--- config.mk ---
export PLATFORM = sky130hd
export DESIGN_NAME = reconstructor_4b
export DESIGN_NICKNAME = d
export VERILOG_FILES = /design/src/rtl/reconstructor_4b_pkg.sv /design/src/rtl/reconstructor_4b_contador_iter.sv /design/src/rtl/reconstructor_4b.sv
export SDC_FILE = /design/constraint.sdc
export NUM_CORES = 1
export LEC_CHECK = 0
export CAP_MARGIN = 10
export CELL_PAD_IN_SITES_DETAIL_PLACEMENT = 2
export CELL_PAD_IN_SITES_GLOBAL_PLACEMENT = 2
export CORE_MARGIN = 3
export CORE_UTILIZATION = 31
export DETAILED_ROUTE_END_ITERATION = 8
export PLACE_DENSITY_LB_ADDON = 0.1
export SLEW_MARGIN = 10
export SYNTH_ARGS = -nofsm -noshare
export SYNTH_HDL_FRONTEND = slang
export SYNTH_HIERARCHICAL = 1
export SYNTH_SLANG_ARGS = --single-unit
--- constraint.sdc ---
create_clock -name clk -period 3.17 [get_ports clk]
set_input_delay 0.317 -clock clk [delete_from_list [all_inputs] [get_ports clk]]
set_output_delay 0.317 -clock clk [all_outputs]
set_load 0.03 [all_outputs]
--- src/rtl/reconstructor_4b_pkg.sv ---
// Shared definitions for the dividend reconstructor: FSM encoding, default operand width,
// and the iteration-counter width helper.
package reconstructor_4b_pkg;

   localparam int W_DEF = 4;

   typedef enum logic [1:0] {
      S_IDLE = 2'b00,
      S_CALC = 2'b01,
      S_DONE = 2'b10
   } state_t;

   // Keeps the counter at least one bit wide when W is 1.
   function automatic int cnt_width(input int w);
      return (w > 1) ? $clog2(w) : 1;
   endfunction

endpackage

--- src/rtl/reconstructor_4b_contador_iter.sv ---
// Iteration counter for the shift-add loop; synchronous clear/enable, flags the last iteration.
// Zero latency on o_last; no backpressure (driven purely by the FSM).
module contador_iter
   import reconstructor_4b_pkg::*;
#(
   parameter int W  = W_DEF,
   parameter int CW = cnt_width(W)
) (
   input  logic          clk,
   input  logic          rst,
   input  logic          i_clr,
   input  logic          i_en,
   output logic [CW-1:0] o_cnt,
   output logic          o_last
);

   logic [CW-1:0] r_cnt;

   always_ff @(posedge clk) begin
      if (rst || i_clr) begin
         r_cnt <= '0;
      end else if (i_en) begin
         r_cnt <= r_cnt + CW'(1);
      end
   end

   assign o_cnt  = r_cnt;
   assign o_last = (r_cnt == CW'(W - 1));

endmodule

--- src/rtl/reconstructor_4b.sv ---
// Rebuilds dividend = q*d + r with a W-step shift-add; done pulses W+1 cycles after start is accepted.
// start is ignored outside IDLE (never queued). RECON_CHECK_EN enables the exp_num match output.
module reconstructor_4b
   import reconstructor_4b_pkg::*;
#(
   parameter int W = W_DEF
) (
   input  logic           clk,
   input  logic           rst,
   input  logic           start,
   input  logic [W-1:0]   q,
   input  logic [W-1:0]   d,
   input  logic [W-1:0]   r,
   input  logic [W-1:0]   exp_num,
   output logic           busy,
   output logic           done,
   output logic [2*W-1:0] product,
   output logic           ovf,
   output logic           match
);

   localparam int CW = cnt_width(W);

   state_t           r_state;
   state_t           w_state_nxt;
   logic             w_accept;
   logic             w_calc;
   logic             w_last;
   logic [CW-1:0]    w_cnt;

   logic [2*W-1:0]   r_acc;
   logic [2*W-1:0]   r_mcand;
   logic [W-1:0]     r_mplier;
   logic [2*W-1:0]   r_product;
   logic             r_ovf;
   logic [2*W-1:0]   w_acc_nxt;

   always_ff @(posedge clk) begin
      if (rst) begin
         r_state <= S_IDLE;
      end else begin
         r_state <= w_state_nxt;
      end
   end

   always_comb begin
      w_state_nxt = r_state;
      w_accept    = 1'b0;
      w_calc      = 1'b0;
      case (r_state)
         S_IDLE: begin
            if (start) begin
               w_accept    = 1'b1;
               w_state_nxt = S_CALC;
            end
         end
         S_CALC: begin
            w_calc = 1'b1;
            if (w_last) begin
               w_state_nxt = S_DONE;
            end
         end
         S_DONE:  w_state_nxt = S_IDLE;
         default: w_state_nxt = S_IDLE;
      endcase
   end

   contador_iter #(
      .W  (W),
      .CW (CW)
   ) u_cnt (
      .clk    (clk),
      .rst    (rst),
      .i_clr  (w_accept),
      .i_en   (w_calc),
      .o_cnt  (w_cnt),
      .o_last (w_last)
   );

   assign w_acc_nxt = r_mplier[0] ? (r_acc + r_mcand) : r_acc;

   // Result registers load on the last CALC edge so they are already valid in the DONE cycle.
   always_ff @(posedge clk) begin
      if (rst) begin
         r_acc     <= '0;
         r_mcand   <= '0;
         r_mplier  <= '0;
         r_product <= '0;
         r_ovf     <= 1'b0;
      end else if (w_accept) begin
         r_mplier <= q;
         r_mcand  <= {{W{1'b0}}, d};
         r_acc    <= {{W{1'b0}}, r};
      end else if (w_calc) begin
         r_acc    <= w_acc_nxt;
         r_mcand  <= r_mcand << 1;
         r_mplier <= r_mplier >> 1;
         if (w_last) begin
            r_product <= w_acc_nxt;
            r_ovf     <= |w_acc_nxt[2*W-1:W];
         end
      end
   end

`ifdef RECON_CHECK_EN
   logic [W-1:0] r_exp;
   logic         r_match;
   logic         w_unused;

   always_ff @(posedge clk) begin
      if (rst) begin
         r_exp   <= '0;
         r_match <= 1'b0;
      end else if (w_accept) begin
         r_exp <= exp_num;
      end else if (w_calc && w_last) begin
         r_match <= (w_acc_nxt == {{W{1'b0}}, r_exp});
      end
   end

   assign match    = r_match;
   assign w_unused = ^w_cnt;
`else
   logic w_unused;

   assign match    = 1'b0;
   assign w_unused = ^{w_cnt, exp_num};
`endif

   assign busy    = (r_state == S_CALC);
   assign done    = (r_state == S_DONE);
   assign product = r_product;
   assign ovf     = r_ovf;

endmodule
Word level (Yosys, flattened, before mapping)
Index checks and enable logic that the tools add are counted.
Storage, ports and cells
  bits in registers: 33
  output and inout bits: 12
  word-level logic and storage cells: 37
  input bits: 19
Cells by class
  equality and inequality tests: 5
  bitwise operators: 1
  multiplexer cells: 13
  add/subtract/negate cells: 2
  reduce and logical (&&, ||, !) cells: 7
Operator list (count)
  4-bit two-way mux: 6
  8-bit adder: 1
  8-bit two-way mux: 1
  2-bit equality test (second input constant): 2
  2-bit two-way mux: 2
  2-bit one-hot mux with 2 select lines: 1
  4-bit OR reduction: 1
  1-bit two-way mux: 3
  3-bit AND reduction: 1
  2-bit by 1-bit adder with 2-bit output (second input constant): 1
  2-bit by 1-bit equality test with 1-bit output (second input constant): 1
  2-bit zero test: 1
  2-bit by 1-bit != test with 1-bit output (second input constant): 1
  2-bit != test (second input constant): 1
  2-bit AND reduction: 1
  2-bit nonzero test: 1
  2-bit OR reduction: 1
  1-bit logical OR: 1
  1-bit inverter: 1

Depth between registers and ports, before layout
Gate-level depths: netlist of the first run.
  word-level depth: 4
  depth in mapped cells: 8

Cells and area by module
The synthesis of the first run kept the hierarchy.
Modules (own cells, without submodules)
  reconstructor_4b: cells an instance 215, area each 1767.9 µm², times used 1
  contador_iter: cells an instance 7, area each 91.3 µm², times used 1

Least setup slack after synthesis of the first run
OpenSTA, ideal clock, no wires.
  path type: register to register
  from: register r_acc[0]
  to: register r_ovf (netlist: ovf)
  required time: 3.050 ns
  slack: 0.833 ns
  buffers on the path: 0
  arrival: 2.217 ns
  cell stages (with the launch flop): 9
  path through: dfxtp_1 ha_1 fa_1 a21o_2 a221oi_1 a21oi_1 o311ai_1 a22oi_1 o31a_1
On the way
  cells in the longest elaborated chain, start to end: 3
RTL lines
  start: declaration: RTL line reconstructor_4b.sv:31  | logic [2*W-1:0] r_acc;
  start signal: assignment: RTL line reconstructor_4b.sv:93  | r_acc <= {{W{1'b0}}, r};
  start signal: assignment: RTL line reconstructor_4b.sv:95  | r_acc <= w_acc_nxt;
  8-bit adder: RTL line reconstructor_4b.sv:80  | assign w_acc_nxt = r_mplier[0] ? (r_acc + r_mcand) : r_acc;
  8-bit two-way mux: RTL line reconstructor_4b.sv:80
  4-bit OR reduction: RTL line reconstructor_4b.sv:100  | r_ovf <= |w_acc_nxt[2*W-1:W];
  end signal: assignment: RTL line reconstructor_4b.sv:100
  end: declaration: RTL line reconstructor_4b.sv:35  | logic r_ovf;
Every way passes these cells.
A chain may end at the register's enable or synchronous reset.

Final worst setup path of the first run
Same ends and word-level chain as after synthesis.

==> results.py, run 1 <==
metrics = {
    "logic_synthesis": {
        "synth-seq-cells": 33,
        "synth_nets": 250,
        "async_reset_ff_share_pct": 0,
        "synth_compound_area_share_pct": 21.5,
        "syn_avg_cell_area_um2": 8.38,
        "synth_edf_count": 0,
        "synth.distinct_cells": 51,
        "synthDominantCellAreaShare_pct": 35.5,
        "synth-simple-area-share_pct": 22.4,
        "synth.largest_area_cell": "dfxtp_1",
        "synth_xor_xnor_area_share_pct": 3.30,
        "synth_ff_type": "dfxtp_1",
        "synth_top_family_by_area": "simple AND/OR/NAND/NOR gates",
        "yosysSeqAreaShare_pct": 35.5,
        "synthCells": 222,
        "synth_area_mm2": 0.00186,
        "synthAdderAreaFrac_pct": 6.46,
        "yosysWarnings": 6,
        "synthTopCellsByArea": "dfxtp_1 36%, a21oi_1 5.9%, nor2_1 5.7%, nand2_1 5.5%, ha_1 5.4%",
        "muxShareOfSynthArea_pct": 4.98,
    },
    "finish": {
        "diodes": 0,
        "synthToLayoutAreaGrowth_pct": 22.3,
        "layout.cells.non_filler": 320,
        "drive_gt1_share_pct": 10.9,
        "final_nets": 275,
    },
    "power": {
        "power_frac_comb_pct": 15.1,
        "switchingPower_uw": 268,
        "p_leak_nw": 0.840,
        "p_sw_share_pct": 26.3,
        "clockPowerShare_pct": 41.0,
        "power_density_mw_per_mm2": 449,
        "power.internal_uw": 753,
        "seqPwrFrac_pct": 43.9,
        "vdd_drop_max_mv": 0.220,
        "power_mw": 1.02,
    },
    "routing": {
        "vias_per_cell": 5.26,
        "routed_wl_um": 5380,
        "vias": 1683,
        "drt_iter0_markers": 80,
        "drc": 0,
        "wire_per_inst_um": 16.8,
        "drtAntennaViolNets": 0,
        "first_pass_iters": 2,
    },
    "timing": {
        "hold_ws_ns": 0.462,
        "fmax_ghz": 0.378,
        "finalCritPeriodShare_pct": 83.5,
        "finalSetupViolations": 0,
        "relSlewSlack_pct": 61.0,
        "fin_crit_ns": 2.65,
        "fin_setup_tns_ns": 0,
        "hold_viol": 0,
        "finClkSkew_ns": 0.00359,
        "tightest_slew_ns": 0.584,
        "slew_violations": 0,
        "grt_setup_unrepaired": "no",
    },
    "clocking": {
        "clk_path_buf_depth": 2,
        "cts_buffers": 5,
        "insertion_delay_ns": 0.29,
        "cts.repair.resized": 0,
        "post_cts_buffers": 0,
        "cts_root_buffer": "clkbuf_8",
        "cts_tree": "done",
        "cts_sinks": 33,
        "cts_max_level": 2,
        "ctsHoldBuffers": 0,
        "path_clk_slew_ns": 0.07,
    },
    "placement": {
        "numPlacedInstances": 312,
        "portBuffers": 25,
        "gp_congestion": 0.698,
        "hpwl_um": 4010,
    },
    "job": {
        "drv_cap": 0,
    },
    "floorplanning": {
        "core_mm2": 0.00564,
        "die_y_um": 83.4,
        "die_x_um": 83.4,
        "start_util_pct": 33.0,
        "rows": 27,
        "die_area_mm2": 0.00696,
        "ios": 31,
    },
    "worst_setup_path": {
        "critPathLaunchType": "flip-flop",
        "cp_max_fo": 4,
        "path_class": "reg -> reg",
        "end_kind": "flip-flop",
        "worstPathRequired_ns": 3.35,
        "critPathArrivalTime_ns": 2.83,
        "rr_worst_depth": 8,
    },
    "global_route": {
        "grt_start_max_net_pins": 21,
        "grt_pass1_wl_um": 8850,
        "grt_pass1_vias": 1823,
        "grt_use_met1_pct": 19.0,
        "busiest_layer": "met2",
        "grt-ovfl-total": 0,
        "antenna_found_initial": 0,
        "grtUsageMet2_pct": 28.9,
        "grt.met3_usage_pct": 3.97,
        "grt_use_total_pct": 15.9,
    },
    "hold_path": {
        "hp-class": "reg -> reg",
        "hold_depth": 2,
    },
    "status": {
        "run_status": "complete, no violations",
    },
}
## critical path, stage by stage, from the launching register on
cell and delay (ns):
dfxtp_1 0.33, ha_1 0.27, fa_1 0.47, a21o_2 0.24
a221oi_1 0.42, a21oi_1 0.14, o311ai_1 0.27, a22oi_1 0.16
o31a_1 0.25
## layer usage
| layer | part of all wire, % | vias to the layer above |
|---|---|---|
| met5 | 0 | - |
| met4 | 0.84 | 0 |
| met3 | 3.0 | 4 |
| met2 | 51 | 22 |
| met1 | 45 | 819 |
| li1 | - | 838 |
## layout make-up
class                      count  area [um2]
fill                         651        3370
multi-input combinational    170        1090
sequential                    33         661
timing repair buffer          30         288
tap                           72        90.1
clock buffer                   7        86.3
clock inverter                 1        30.0
inverter                       7        26.3
## synthesized netlist by cell type, drive strengths merged, types with 3 or more instances
master,n
dfxtp,33
nor2,28
nand2,27
a21oi,22
a211oi,9
nor3,9
clkbuf,8
ha,8
inv,7
mux2i,7
xnor2,6
nand3,4
nor2b,4
o21ai,4
a21o,3
a22oi,3
buf,3
nand4,3
o221ai,3
## cells by family (layout without fill, tap and decap cells)
| kind of cell | count (synthesis) | after routing |
|---|---|---|
| other | 1 | 1 |
| DFF | 33 | 33 |
| muxes | 9 | 9 |
| xor gates and xnor gates | 7 | 7 |
| and+or+nand+nor | 86 | 86 |
| buffers and inverters | 19 | 45 |
| adders and majority gates | 9 | 9 |
| AOI/OAI and AO/OA | 58 | 58 |
## flip-flops by register name, summed over array words and instances (netlist names)
register and cells:
product 8, r_acc 8, r_mcand 8, r_mplier 4, r_state 2, u_cnt/o_cnt 2
ovf 1
## worst paths after layout
path / from / slack (ns) / endpoint
worst max-delay path: r_acc[0]$_SDFFE_PP0P_ / 0.52 / ovf$_SDFFE_PP0P_
worst min-delay path: product[2]$_SDFFE_PP0P_ / 0.46 / product[2]$_SDFFE_PP0P_
worst max register to register: r_acc[0]$_SDFFE_PP0P_ / 0.52 / ovf$_SDFFE_PP0P_
worst min register to register: product[2]$_SDFFE_PP0P_ / 0.46 / product[2]$_SDFFE_PP0P_
## metrics by stage
step	instance area [um2]	utilization [%]	worst slack (ns)
2_1_floorplan	1860	-	0.833
3_3_place_gp	2160	38.3	0.577
3_5_place_dp	2160	38.3	0.515
4_1_cts	2270	40.3	0.495
5_1_grt	2270	40.3	0.344
6_report	2270	40.3	0.523
## layout by cell type, fill, tap and decap left out, types with 3 or more instances in the layout
cell type | synthesis | final
mux2i_1 | 7 | 7
a21oi_1 | 22 | 22
clkbuf_8 | 2 | 6
nor3_2 | 3 | 3
clkdlybuf4s50_1 | 0 | 25
nor2b_1 | 4 | 4
buf_4 | 2 | 5
o21ai_0 | 3 | 3
nor2_1 | 28 | 28
inv_1 | 7 | 7
a211oi_1 | 7 | 7
nand2_1 | 27 | 27
a22oi_1 | 3 | 3
dfxtp_1 | 33 | 33
ha_1 | 8 | 8
nand3_1 | 4 | 4
xnor2_1 | 6 | 6
o221ai_1 | 3 | 3
nor3_1 | 6 | 6
## power groups by stage
stage	clock network (mW)	logic (mW)	registers, mW
finish	0.419	0.154	0.448
global route	0.454	0.171	0.451
CTS	0.433	0.156	0.448
detailed placement	0	0.154	0.458
global placement	0	0.151	0.457
floorplan	0	0.107	0.451
Power figures use the tool's default switching activity.
==> run 2, diff against run 1 <==
Settings changed: CORE_UTILIZATION 31 to 28.
Clock period 3.17 ns to 2.15 ns, I/O delays scaled along.
==> run 2 against run 1 <==
Effect of this change: the flow now finishes with violations (setup timing); non-clock buffer count grew 28; clock skew about the same; worst hold slack worse by 0.0067 ns; sequential power grew 47%; cell count increased by 10%; first-iteration DRC count down 65%; combinational power is 90% higher; core utilization rose by 0.90 points; power grew 55%; die area increased by 9.9%; maximum frequency increased by 18%; critical endpoint unchanged; highest routed layer unchanged.
==> results.py, run 2 (synthesized netlist as in run 1, its figures left out) <==
metrics = {
    "status": {
        "run_status": "finished, violations left",
        "failed_checks": "setup timing",
    },
    "timing": {
        "hold_viol": 0,
        "fin_crit_ns": 2.24,
        "finalCritPeriodShare_pct": 104,
        "finClkSkew_ns": 0.00340,
        "grt_setup_unrepaired": "yes",
        "fin_ws_ns": -0.0924,
        "finalSetupViolations": 1,
        "hold_ws_ns": 0.456,
        "slew_violations": 0,
        "fmax_ghz": 0.446,
    },
    "routing": {
        "drc": 0,
        "vias": 1805,
        "vias_per_cell": 5.11,
        "drtAntennaViolNets": 0,
        "wire_per_inst_um": 16.9,
        "routed_wl_um": 5960,
        "first_pass_iters": 3,
        "drt_iter0_markers": 28,
    },
    "hold_path": {
        "hp-class": "reg -> reg",
        "min_from": "product[5]$_SDFFE_PP0P_",
    },
    "floorplanning": {
        "ios": 31,
        "die_y_um": 87.5,
        "die_x_um": 87.5,
        "core_mm2": 0.00639,
        "start_util_pct": 29.1,
        "rows": 29,
        "die_area_mm2": 0.00765,
    },
    "worst_setup_path": {
        "r2r_slack_ns": -0.09,
        "worstPathRequired_ns": 2.33,
        "path_cells": "ha_4 > fa_2 > a21o_4 > a221oi_4 > a21oi_2 > o311ai_2 > a22oi_2 > o31a_1",
        "end_kind": "flip-flop",
        "critPathLaunchType": "flip-flop",
        "critPathLaunch": "r_acc[0]$_SDFFE_PP0P_",
        "r2r-start": "r_acc[0]$_SDFFE_PP0P_",
        "cp_max_fo": 2,
        "cp_slowest_cell": "fa_2",
        "cp_slowest_stage_delay_ns": 0.36,
        "path_class": "reg -> reg",
        "critPathArrivalTime_ns": 2.43,
    },
    "placement": {
        "dpl-instance-area_mm2": 0.00239,
        "gp_congestion": 0.765,
        "numPlacedInstances": 345,
        "portBuffers": 25,
        "dp_slack_ns": -0.125,
        "hpwl_um": 4440,
    },
    "global_route": {
        "grt_start_max_net_pins": 22,
        "busiest_layer": "met2",
        "antenna_found_initial": 0,
        "grtUsageMet2_pct": 29.9,
        "grt_use_total_pct": 16.8,
        "grt_pass1_wl_um": 9910,
        "grt-ovfl-total": 0,
        "grt.met3_usage_pct": 2.74,
        "grt_pass1_vias": 1962,
        "grt_use_met1_pct": 20.7,
    },
    "power": {
        "power.internal_mw": 1.15,
        "p_leak_nw": 0.990,
        "p_sw_share_pct": 26.9,
        "power_density_mw_per_mm2": 600,
        "power_mw": 1.58,
        "seqPwrFrac_pct": 41.7,
        "clockPowerShare_pct": 39.8,
        "power_frac_comb_pct": 18.6,
        "vdd_drop_max_mv": 0.276,
        "switchingPower_uw": 425,
    },
    "finish": {
        "post-route-cell-area_mm2": 0.00263,
        "diodes": 0,
        "drive_gt1_share_pct": 28.3,
        "layout_common_cells": "33 x buf_4, 28 x nor2_1, 27 x nand2_1, 27 x dfxtp_1, 25 x clkdlybuf4s50_1",
        "final_nets": 303,
        "final_common_cell": "buf_4",
        "synthToLayoutAreaGrowth_pct": 41.6,
        "layout.cells.non_filler": 353,
    },
    "clocking": {
        "cts_tree": "done",
        "cts_buffers": 5,
        "insertion_delay_ns": 0.29,
        "clk_path_buf_depth": 2,
        "cts_root_buffer": "clkbuf_8",
        "ctsHoldBuffers": 0,
        "cts_sinks": 33,
        "cts_max_level": 2,
        "path_clk_slew_ns": 0.07,
    },
    "job": {
        "drv_cap": 0,
    },
}
-- run 2: worst paths after layout --
path / end / cells after the start
setup reg to reg: ovf$_SDFFE_PP0P_ / 8
setup / recovery: ovf$_SDFFE_PP0P_ / 8
hold reg to reg: product[5]$_SDFFE_PP0P_ / 2
hold / removal: product[5]$_SDFFE_PP0P_ / 2
-- run 2: per-layer routing --
layer,wire length [um],up-vias,share of wire (%)
li1,-,893,-
met1,2620,887,44
met2,3160,20,53
met3,133,5,2.2
met4,50,0,0.84
met5,0,-,0
-- run 2: final cells by class --
class / count / area, um2
fillers: 724 / 3750
multi-input cells: 170 / 1220
flip-flops and latches: 33 / 671
repair buffers: 58 / 498
well taps: 77 / 96.3
clock buffers: 7 / 86.3
clock inverters: 1 / 30.0
inverters: 7 / 26.3
-- run 2: worst max-delay path: cells and delay by family, from the launching register on --
family	cells	cell delay (ns)
AOI/OAI and AO/OA	6	1.27
adders and majority gates	2	0.52
DFF	1	0.34
-- run 2: timing repair --
action                     4_1_cts  5_1_grt
setup endpoints to repair        4        5
resized for setup                5       19
pin swaps                        1        6
buffers inserted                 0        0
-- run 2: per-stage QoR --
step | TNS [ns] | util (%)
final | -0.0924 | 41.2
after global routing | -0.238 | 41.2
after CTS | -0.168 | 39.6
after detailed placement | -0.192 | 37.4
after global placement | -0.0724 | 37.4
after floorplan | 0 | -
-- run 2: power by group through the flow --
stage                     sequential (mW)  clock [mW]  combinational (mW)
final                               0.658       0.628               0.293
after detailed placement            0.668           0               0.282
after CTS                           0.655       0.654               0.288
after global placement              0.667           0               0.273
after global routing                0.661       0.670               0.328
after floorplan                     0.665           0               0.159
==> run 3, diff against run 2 <==
--- a/config.mk
+++ b/config.mk
@@ -6,5 +6,5 @@
 export NUM_CORES = 1
 export LEC_CHECK = 0
-export CAP_MARGIN = 10
+export CAP_MARGIN = 20
 export CELL_PAD_IN_SITES_DETAIL_PLACEMENT = 2
 export CELL_PAD_IN_SITES_GLOBAL_PLACEMENT = 2
==> constraint.sdc (replaced) <==
create_clock -name clk -period 2.15 [get_ports clk]
set_input_delay 0.645 -clock clk [delete_from_list [all_inputs] [get_ports clk]]
set_output_delay 0.645 -clock clk [all_outputs]
set_load 0.03 [all_outputs]
==> run 3 against run 2 <==
Effect of this change: the flow still finishes with violations (setup timing); worst setup slack improved by 0.0056 ns; maximum frequency increased by 0.25%; cell count decreased by 0.57%; global-route usage decreased by 0.45 points; critical path depth unchanged; non-clock buffer count unchanged; critical endpoint unchanged.
==> results.py, run 3 (synthesized netlist as in run 1, its figures left out) <==
metrics = {
    "floorplanning": {
        "die_y_um": 87.5,
        "die_x_um": 87.5,
        "core_mm2": 0.00639,
        "ios": 31,
        "rows": 29,
        "start_util_pct": 29.1,
        "die_area_mm2": 0.00765,
    },
    "timing": {
        "hold_viol": 0,
        "finalCritPeriodShare_pct": 104,
        "fin_ws_ns": -0.0868,
        "grt_setup_unrepaired": "yes",
        "hold_ws_ns": 0.459,
        "fmax_ghz": 0.447,
        "slew_violations": 0,
        "fin_crit_ns": 2.24,
        "finClkSkew_ns": 0.00351,
        "fin_setup_tns_ns": -0.0868,
        "finalSetupViolations": 1,
    },
    "finish": {
        "seqCellArea_um2": 668,
        "layout.cells.non_filler": 351,
        "layout_common_cells": "34 x buf_4, 27 x nor2_1, 27 x nand2_1, 27 x dfxtp_1, 23 x clkdlybuf4s50_1",
        "final_util_pct": 40.7,
        "diodes": 0,
        "multi_input_area_mm2": 0.00124,
        "drive_gt1_share_pct": 28.1,
        "final_common_cell": "buf_4",
        "synthToLayoutAreaGrowth_pct": 39.8,
        "fill_cells": 744,
        "final_nets": 303,
    },
    "worst_setup_path": {
        "end_kind": "flip-flop",
        "crit_buf_inv": 0,
        "path_cells": "ha_4 > fa_2 > a21o_4 > a221oi_4 > a21oi_2 > o311ai_4 > a22oi_2 > o31a_1",
        "critPathArrivalTime_ns": 2.41,
        "cp_top_family": "compound AO/OA/AOI/OAI gates",
        "critPathLaunchType": "flip-flop",
        "cp_max_fo": 2,
        "cp_slowest_stage_delay_ns": 0.36,
        "worstPathRequired_ns": 2.32,
        "cp_slowest_cell": "fa_2",
        "path_class": "reg -> reg",
    },
    "global_route": {
        "grt-ovfl-total": 0,
        "grt_pass1_vias": 1936,
        "grt_start_max_net_pins": 22,
        "grt_pass1_wl_um": 9700,
        "antenna_found_initial": 0,
        "grt_use_total_pct": 16.3,
    },
    "routing": {
        "vias_per_cell": 5.14,
        "drt_iter0_markers": 29,
        "routed_wl_um": 5790,
        "vias": 1803,
        "first_pass_iters": 2,
        "drtAntennaViolNets": 0,
        "wire_per_inst_um": 16.5,
        "drc": 0,
    },
    "status": {
        "run_status": "finished, violations left",
        "failed_checks": "setup timing",
    },
    "clocking": {
        "ctsHoldBuffers": 0,
        "clk_path_buf_depth": 2,
        "cts_buffers": 5,
        "path_clk_slew_ns": 0.07,
        "insertion_delay_ns": 0.28,
        "cts_sinks": 33,
        "cts_tree": "done",
        "cts_max_level": 2,
        "cts_root_buffer": "clkbuf_8",
    },
    "power": {
        "power_mw": 1.40,
        "vdd_drop_max_mv": 0.247,
        "power_density_mw_per_mm2": 538,
        "p_leak_nw": 0.982,
    },
    "placement": {
        "hpwl_um": 4230,
        "portBuffers": 25,
        "gp_congestion": 0.768,
        "numPlacedInstances": 345,
    },
    "job": {
        "drv_cap": 0,
    },
    "hold_path": {
        "hp-class": "reg -> reg",
    },
}
-- run 3: metrics by stage --
step,worst slack [ns],cell area (um2)
after global placement,-0.126,2380
after global routing,-0.175,2600
after floorplan,0.00721,1870
after detailed placement,-0.174,2380
final,-0.0868,2600
after CTS,-0.142,2520
-- run 3: report_power, final --
part	internal, mW	leakage [nW]	switching (mW)	total (mW)
registers	0.636	0.271	0.0217	0.658
logic	0.146	0.671	0.159	0.306
clock network	0.213	0.0399	0.222	0.435
-- run 3: final cells by class --
| type | count | share of cell area, % |
|---|---|---|
| inverter | 7 | 1.01 |
| tap | 77 | 3.71 |
| clock inverter | 1 | 0.193 |
| sequential | 33 | 25.7 |
| multi-input combinational | 170 | 47.7 |
| clock buffer | 5 | 2.65 |
| timing repair buffer | 58 | 19.0 |
-- run 3: worst register-to-register path, cell delays in order, from the launching register on --
cell      delay, ns
dfxtp_2        0.34
ha_4           0.16
fa_2           0.36
a21o_4         0.23
a221oi_4       0.30
a21oi_2        0.11
o311ai_4       0.26
a22oi_2        0.13
o31a_1         0.24
-- run 3: per-layer routing --
metal / global-route usage [%] / vias up / part of all wire, %
met5: 0 / - / 0
li1: - / 894 / -
met3: 3.03 / 6 / 2.3
met2: 28.4 / 21 / 50
met1: 20.5 / 882 / 46
met4: 4.60 / 0 / 1.2
-- run 3: path summary, 6_finish.rpt --
path,slack (ns),from,cells past startpoint,endpoint
min,0.46,product[0]$_SDFFE_PP0P_,2,product[0]$_SDFFE_PP0P_
min reg2reg,0.46,product[0]$_SDFFE_PP0P_,2,product[0]$_SDFFE_PP0P_
max,-0.09,r_acc[0]$_SDFFE_PP0P_,8,ovf$_SDFFE_PP0P_
max reg2reg,-0.09,r_acc[0]$_SDFFE_PP0P_,8,ovf$_SDFFE_PP0P_
-- run 3: timing repair --
action                                  CTS  global route
pin swaps                                 4             7
endpoints found under the setup margin    3             4
gates resized for setup                  11            14
buffers inserted                          0             0
==> RTL change 1: new RTL, settings of run 1 <==
The option `RECON_CHECK_EN` is turned on by a define.
--- a/src/rtl/reconstructor_4b.sv
+++ b/src/rtl/reconstructor_4b.sv
@@ -1,4 +1,6 @@
 // Rebuilds dividend = q*d + r with a W-step shift-add; done pulses W+1 cycles after start is accepted.
 // start is ignored outside IDLE (never queued). RECON_CHECK_EN enables the exp_num match output.
+`define RECON_CHECK_EN
+
 module reconstructor_4b
    import reconstructor_4b_pkg::*;
Formal check against the unedited RTL: not equivalent (a bounded check fails within 10 cycles, from zero or initial values and one cycle with rst high).
==> RTL change 1 against run 1 <==
Sequential cell count up 5. Synthesized area grew 4.6%. Worst hold slack gained 0.0045 ns. Design area increased by 5.4%. Setup slack gained 0.23 ns. Synthesized cell count grew 4.5%. Routed wire length is 3.1% lower. Power shrank 1.8%. Critical path type unchanged. Largest power group unchanged.
==> RTL change 1: results (changes against run 1) <==
The detail-routed net length per standard cell came out at 15.67 um (was 16.82 um). List of most frequent post-synthesis cells: sky130_fd_sc_hd__dfxtp_1 (38), sky130_fd_sc_hd__nand2_1 (34), sky130_fd_sc_hd__nor2_1 (27), sky130_fd_sc_hd__a21oi_1 (24), sky130_fd_sc_hd__clkbuf_1 (10) (was sky130_fd_sc_hd__dfxtp_1 (33), sky130_fd_sc_hd__nor2_1 (28), sky130_fd_sc_hd__nand2_1 (27), sky130_fd_sc_hd__a21oi_1 (22), sky130_fd_sc_hd__ha_1 (8)). The fmax came out at 413.6 MHz (was 377.8 MHz). The via count of the first global-routing pass is 1,792 (was 1,823). The post-detailed-placement half-perimeter wirelength is 3.962 mm (was 4.012 mm).

The ratio of routed vias to standard cells is 5.231 (was 5.259). The share of final-layout standard cells stronger than drive strength 1 is 8.140% (was 10.89%). The standard cell with the maximum stage delay on the critical path is sky130_fd_sc_hd__fa_1 (unchanged). The total placed cells including tap cells came to 327 (was 312). The biggest cell delay along the critical path is 0.43 ns (was 0.47 ns).

The detailed-router iteration count before antenna repair is 4 (was 2). The sequential cell area fraction in the yosys report is 39.12% (was 35.53%). The largest driver fanout on the critical path came out at 3 (was 4). The routability congestion estimate from global placement was 0.7424 (was 0.6980). The leakage power is 0.0008712 uW (was 0.0008399 uW). The wire length of the first global-routing pass is 8.983 mm (was 8.852 mm).

The initial detailed-routing violation count is 41 (was 80). The global-route usage over all layers came to 15.50% (was 15.89%). The initial antenna violation count is 0 (unchanged).

The highest ir drop seen on vdd came out at 0.0001633 V (was 0.0002201 V). The data arrival time of the critical path was 2.60 ns (was 2.83 ns). The number of unique standard cell types used by synthesis came out at 46 (was 51). The net count of the mapped netlist was 260 (was 250).

The setup slack after placement came out at 0.7593 ns (was 0.5153 ns). The worst slew margin relative to its limit is 46.39% (was 61.01%). Run status: complete, no violations (unchanged). The worst reg-to-reg setup slack is 0.75 ns (was 0.52 ns). The worst clock skew is 0.005642 ns (was 0.003591 ns). The average cell area after synthesis is 8.381 um^2 (was 8.375 um^2). The total wire length is 5.217 mm (was 5.383 mm). The pin count of the biggest net entering global routing is 22 (was 21). The number of buffers added on ports came out at 30 (was 25). The total number of nets in the final design came out at 287 (was 275). The number of antenna diodes is 0 (unchanged).
RTL change 1: cell types whose count changed in the layout (fill, tap and decap cells not counted), moves of 3 or more:
| cell | delta |
|---|---|
| sky130_fd_sc_hd__a221oi_1 | +3 |
| sky130_fd_sc_hd__a22oi_1 | +4 |
| sky130_fd_sc_hd__clkdlybuf4s50_1 | +5 |
| sky130_fd_sc_hd__dfxtp_1 | +5 |
| sky130_fd_sc_hd__inv_1 | -6 |
| sky130_fd_sc_hd__nand2_1 | +7 |
| sky130_fd_sc_hd__o21ai_0 | -3 |
| sky130_fd_sc_hd__o221ai_1 | -3 |
RTL change 1: cell type report:
type | instances | area (um^2)
Multi-Input combinational cell | 177 | 1119
Sequential cell | 38 | 760.7
Clock buffer | 6 | 82.58
Inverter | 3 | 11.26
Timing Repair Buffer | 34 | 330.3
Fill cell | 688 | 3593
Tap cell | 75 | 93.84
RTL change 1: worst paths after layout:
path,cells after the start,to,start
max,8,match$_SDFFE_PP0P_,r_acc[0]$_SDFFE_PP0P_
max reg2reg,8,match$_SDFFE_PP0P_,r_acc[0]$_SDFFE_PP0P_
min,2,r_mplier[2]$_SDFFE_PP0P_,r_mplier[2]$_SDFFE_PP0P_
min reg2reg,2,r_mplier[2]$_SDFFE_PP0P_,r_mplier[2]$_SDFFE_PP0P_
RTL change 1: critical path: cells and delay by family (launching register included):
family | cells | cell delay (ns)
and+or+nand+nor | 1 | 0.10
AOI/OAI and AO/OA | 5 | 1.19
DFF | 1 | 0.33
adders and majority gates | 2 | 0.69
RTL change 1: cell families after synthesis:
group / Yosys count / share of synthesized area (%)
AOI/OAI and AO/OA: 63 / 22.46
and+or+nand+nor: 89 / 21.24
DFF: 38 / 39.12
muxes: 6 / 3.153
buffers and inverters: 17 / 3.346
adders and majority gates: 9 / 6.178
xor gates and xnor gates: 10 / 4.505
RTL change 1: report_power, final:
| part | internal [uW] | switching, uW |
|---|---|---|
| logic | 70.5 | 83.9 |
| registers | 495 | 21.3 |
| clock network | 168 | 165 |
RTL change 1: routing by layer:
| layer | up-vias | part of all wire (%) | wire length, um | global-route usage (%) |
|---|---|---|---|---|
| li1 | 874 | - | - | - |
| met1 | 838 | 48 | 2484 | 19.67 |
| met2 | 25 | 49 | 2545 | 26.55 |
| met3 | 5 | 2.6 | 136 | 2.913 |
| met4 | 0 | 0.98 | 51 | 4.748 |
| met5 | - | 0 | 0 | 0 |
RTL change 1: stage by stage:
| step | instance area (um^2) | hold slack [ns] | total power, uW |
|---|---|---|---|
| after CTS | 2397 | 0.4703 | 1025 |
| after detailed placement | 2315 | 0.4587 | 685.0 |
| final | 2397 | 0.4668 | 1003 |
| after global routing | 2397 | 0.4943 | 1065 |
| after global placement | 2315 | 0.4504 | 681.8 |
| after floorplan | 1944 | 0.3879 | 622.6 |
==> RTL change 2: new RTL, flow settings as in run 1 <==
Made on the original files. The 3 states of `state_t` get a one-hot encoding in 3 bits.
--- a/src/rtl/reconstructor_4b_pkg.sv
+++ b/src/rtl/reconstructor_4b_pkg.sv
@@ -5,8 +5,8 @@
    localparam int W_DEF = 4;
 
-   typedef enum logic [1:0] {
-      S_IDLE = 2'b00,
-      S_CALC = 2'b01,
-      S_DONE = 2'b10
+   typedef enum logic [2:0] {
+      S_IDLE = 3'b001,
+      S_CALC = 3'b010,
+      S_DONE = 3'b100
    } state_t;
 
Behaviour: same outputs for any inputs over 10 cycles, from zero or initial values and one cycle with rst high; not proved beyond that.
==> RTL change 2 against run 1 <==
First-iteration DRC count increased by 13%. Design area decreased by 6.6%. Routed wire length decreased by 14%. Synthesized area decreased by 8.9%. Utilization increased by 0.50 points. Sequential power increased by 2%. Setup slack improved by 0.32 ns. Power decreased by 6.4%. Sequential cell count increased by 1. Largest power group unchanged.
==> RTL change 2: results (changes against run 1) <==
Run status: complete, no violations (unchanged). The total number of nets in the final design is 239 (was 275). The leakage power came to 0.0007998 uW (was 0.0008399 uW).

The wire length of the first global-routing pass is 7.769 mm (was 8.852 mm). The ratio of routed vias to standard cells is 5.287 (was 5.259). The routability congestion estimate from global placement is 0.7754 (was 0.6980).

The worst-skew pair later-pin latency is 0.29 ns (about the same). Top area cells in the synthesized netlist: sky130_fd_sc_hd__dfxtp_1 (40%), sky130_fd_sc_hd__nor2_1 (6.0%), sky130_fd_sc_hd__a222oi_1 (5.9%) (was sky130_fd_sc_hd__dfxtp_1 (36%), sky130_fd_sc_hd__a21oi_1 (5.9%), sky130_fd_sc_hd__nor2_1 (5.7%)). List of most frequent post-synthesis cells: sky130_fd_sc_hd__dfxtp_1 (34), sky130_fd_sc_hd__nor2_1 (27), sky130_fd_sc_hd__nand2_1 (14), sky130_fd_sc_hd__a21oi_1 (13), sky130_fd_sc_hd__a222oi_1 (10) (was sky130_fd_sc_hd__dfxtp_1 (33), sky130_fd_sc_hd__nor2_1 (28), sky130_fd_sc_hd__nand2_1 (27), sky130_fd_sc_hd__a21oi_1 (22), sky130_fd_sc_hd__ha_1 (8)). The pin count of the biggest net entering global routing came out at 22 (was 21). The transition time at the pin with the least slew margin is 0.7416 ns (was 0.5842 ns). The highest ir drop seen on vdd came to 0.0001872 V (was 0.0002201 V).

The initial detailed-routing violation count was 90 (was 80). The number of levels the H-tree was split into came to 2 (unchanged). The async set-reset flop share out of synthesis came out at 0% (unchanged). The detailed-router iteration count before antenna repair is 5 (was 2).

The sequential cell area fraction in the yosys report came out at 40.18% (was 35.53%). The share of final-layout standard cells stronger than drive strength 1 came to 9.434% (was 10.89%). The worst clock skew came out at 0.007256 ns (was 0.003591 ns). The detail-routed net length per standard cell is 16.44 um (was 16.82 um). The post-detailed-placement half-perimeter wirelength came to 3.463 mm (was 4.012 mm). The via count of the first global-routing pass came out at 1,569 (was 1,823).

The data arrival time of the critical path is 2.50 ns (was 2.83 ns). The net count of the mapped netlist is 214 (was 250). The global-route usage over all layers came out at 15.68% (was 15.89%).
RTL change 2: cell count changes after synthesis, sizes merged, moves of 3 or more:
cell and delta:
a211oi -3, a21oi -9, a222oi +10, inv -4, nand2 -13, nand4 -3, nor2b -3, o221ai -3
RTL change 2: layer usage:
layer  share of wire (%)  up-vias  GRT usage [%]
met2                  50       30          26.90
met4                0.88        0          4.561
met1                  45      727          19.05
met5                   0        -              0
met3                 4.1        4          4.176
li1                    -      730              -
RTL change 2: cell families (layout without fill, tap and decap cells):
group / Yosys count / after routing / synth area share, %
compound gates: 45 / 45 / 19.94
xor+xnor: 6 / 6 / 3.102
fa+ha+maj: 9 / 9 / 7.090
buf+inv: 14 / 40 / 3.545
flops: 34 / 34 / 40.18
mux: 11 / 11 / 6.721
other cells: 1 / 1 / 0.2214
simple gates: 66 / 66 / 19.20
RTL change 2: worst paths after layout:
kind	start	to	slack, ns	depth (start not counted)
worst min-delay path	product[2]$_SDFFE_PP0P_	product[2]$_SDFFE_PP0P_	0.47	2
worst max register to register	r_acc[0]$_SDFFE_PP0P_	ovf$_SDFFE_PP0P_	0.84	8
worst min register to register	product[2]$_SDFFE_PP0P_	product[2]$_SDFFE_PP0P_	0.47	2
worst max-delay path	r_acc[0]$_SDFFE_PP0P_	ovf$_SDFFE_PP0P_	0.84	8
RTL change 2: power by group:
| group | internal [uW] | switching (uW) |
|---|---|---|
| registers | 440 | 16.6 |
| clock network | 235 | 161 |
| logic | 50.7 | 52.2 |
RTL change 2: critical path, stage by stage, from the launching register on:
cell and delay (ns):
sky130_fd_sc_hd__dfxtp_1 0.33, sky130_fd_sc_hd__ha_1 0.24, sky130_fd_sc_hd__fa_1 0.42, sky130_fd_sc_hd__a21o_1 0.22, sky130_fd_sc_hd__a221oi_2 0.26, sky130_fd_sc_hd__xnor2_1 0.15
sky130_fd_sc_hd__or3b_1 0.38, sky130_fd_sc_hd__o32ai_2 0.10, sky130_fd_sc_hd__o31ai_1 0.10
RTL change 2: cell type report:
cell class	count	area, um^2
multi-input combinational	138	958.4
timing repair buffer	29	280.3
fill	584	3080
inverter	3	11.26
clock inverter	1	30.03
sequential	34	680.7
clock buffer	7	76.32
tap	70	87.58
RTL change 2: per-stage QoR:
step	cell area (um^2)	power (uW)	instances	utilization, %	setup WS, ns
5_1_grt	2125	1009	282	40.82	0.6832
2_1_floorplan	1694	528.2	186	-	1.050
3_3_place_gp	2018	565.0	274	38.77	0.8994
6_report	2125	956.1	282	40.82	0.8445
4_1_cts	2125	977.6	282	40.82	0.8235
3_5_place_dp	2018	570.3	274	38.77	0.8410
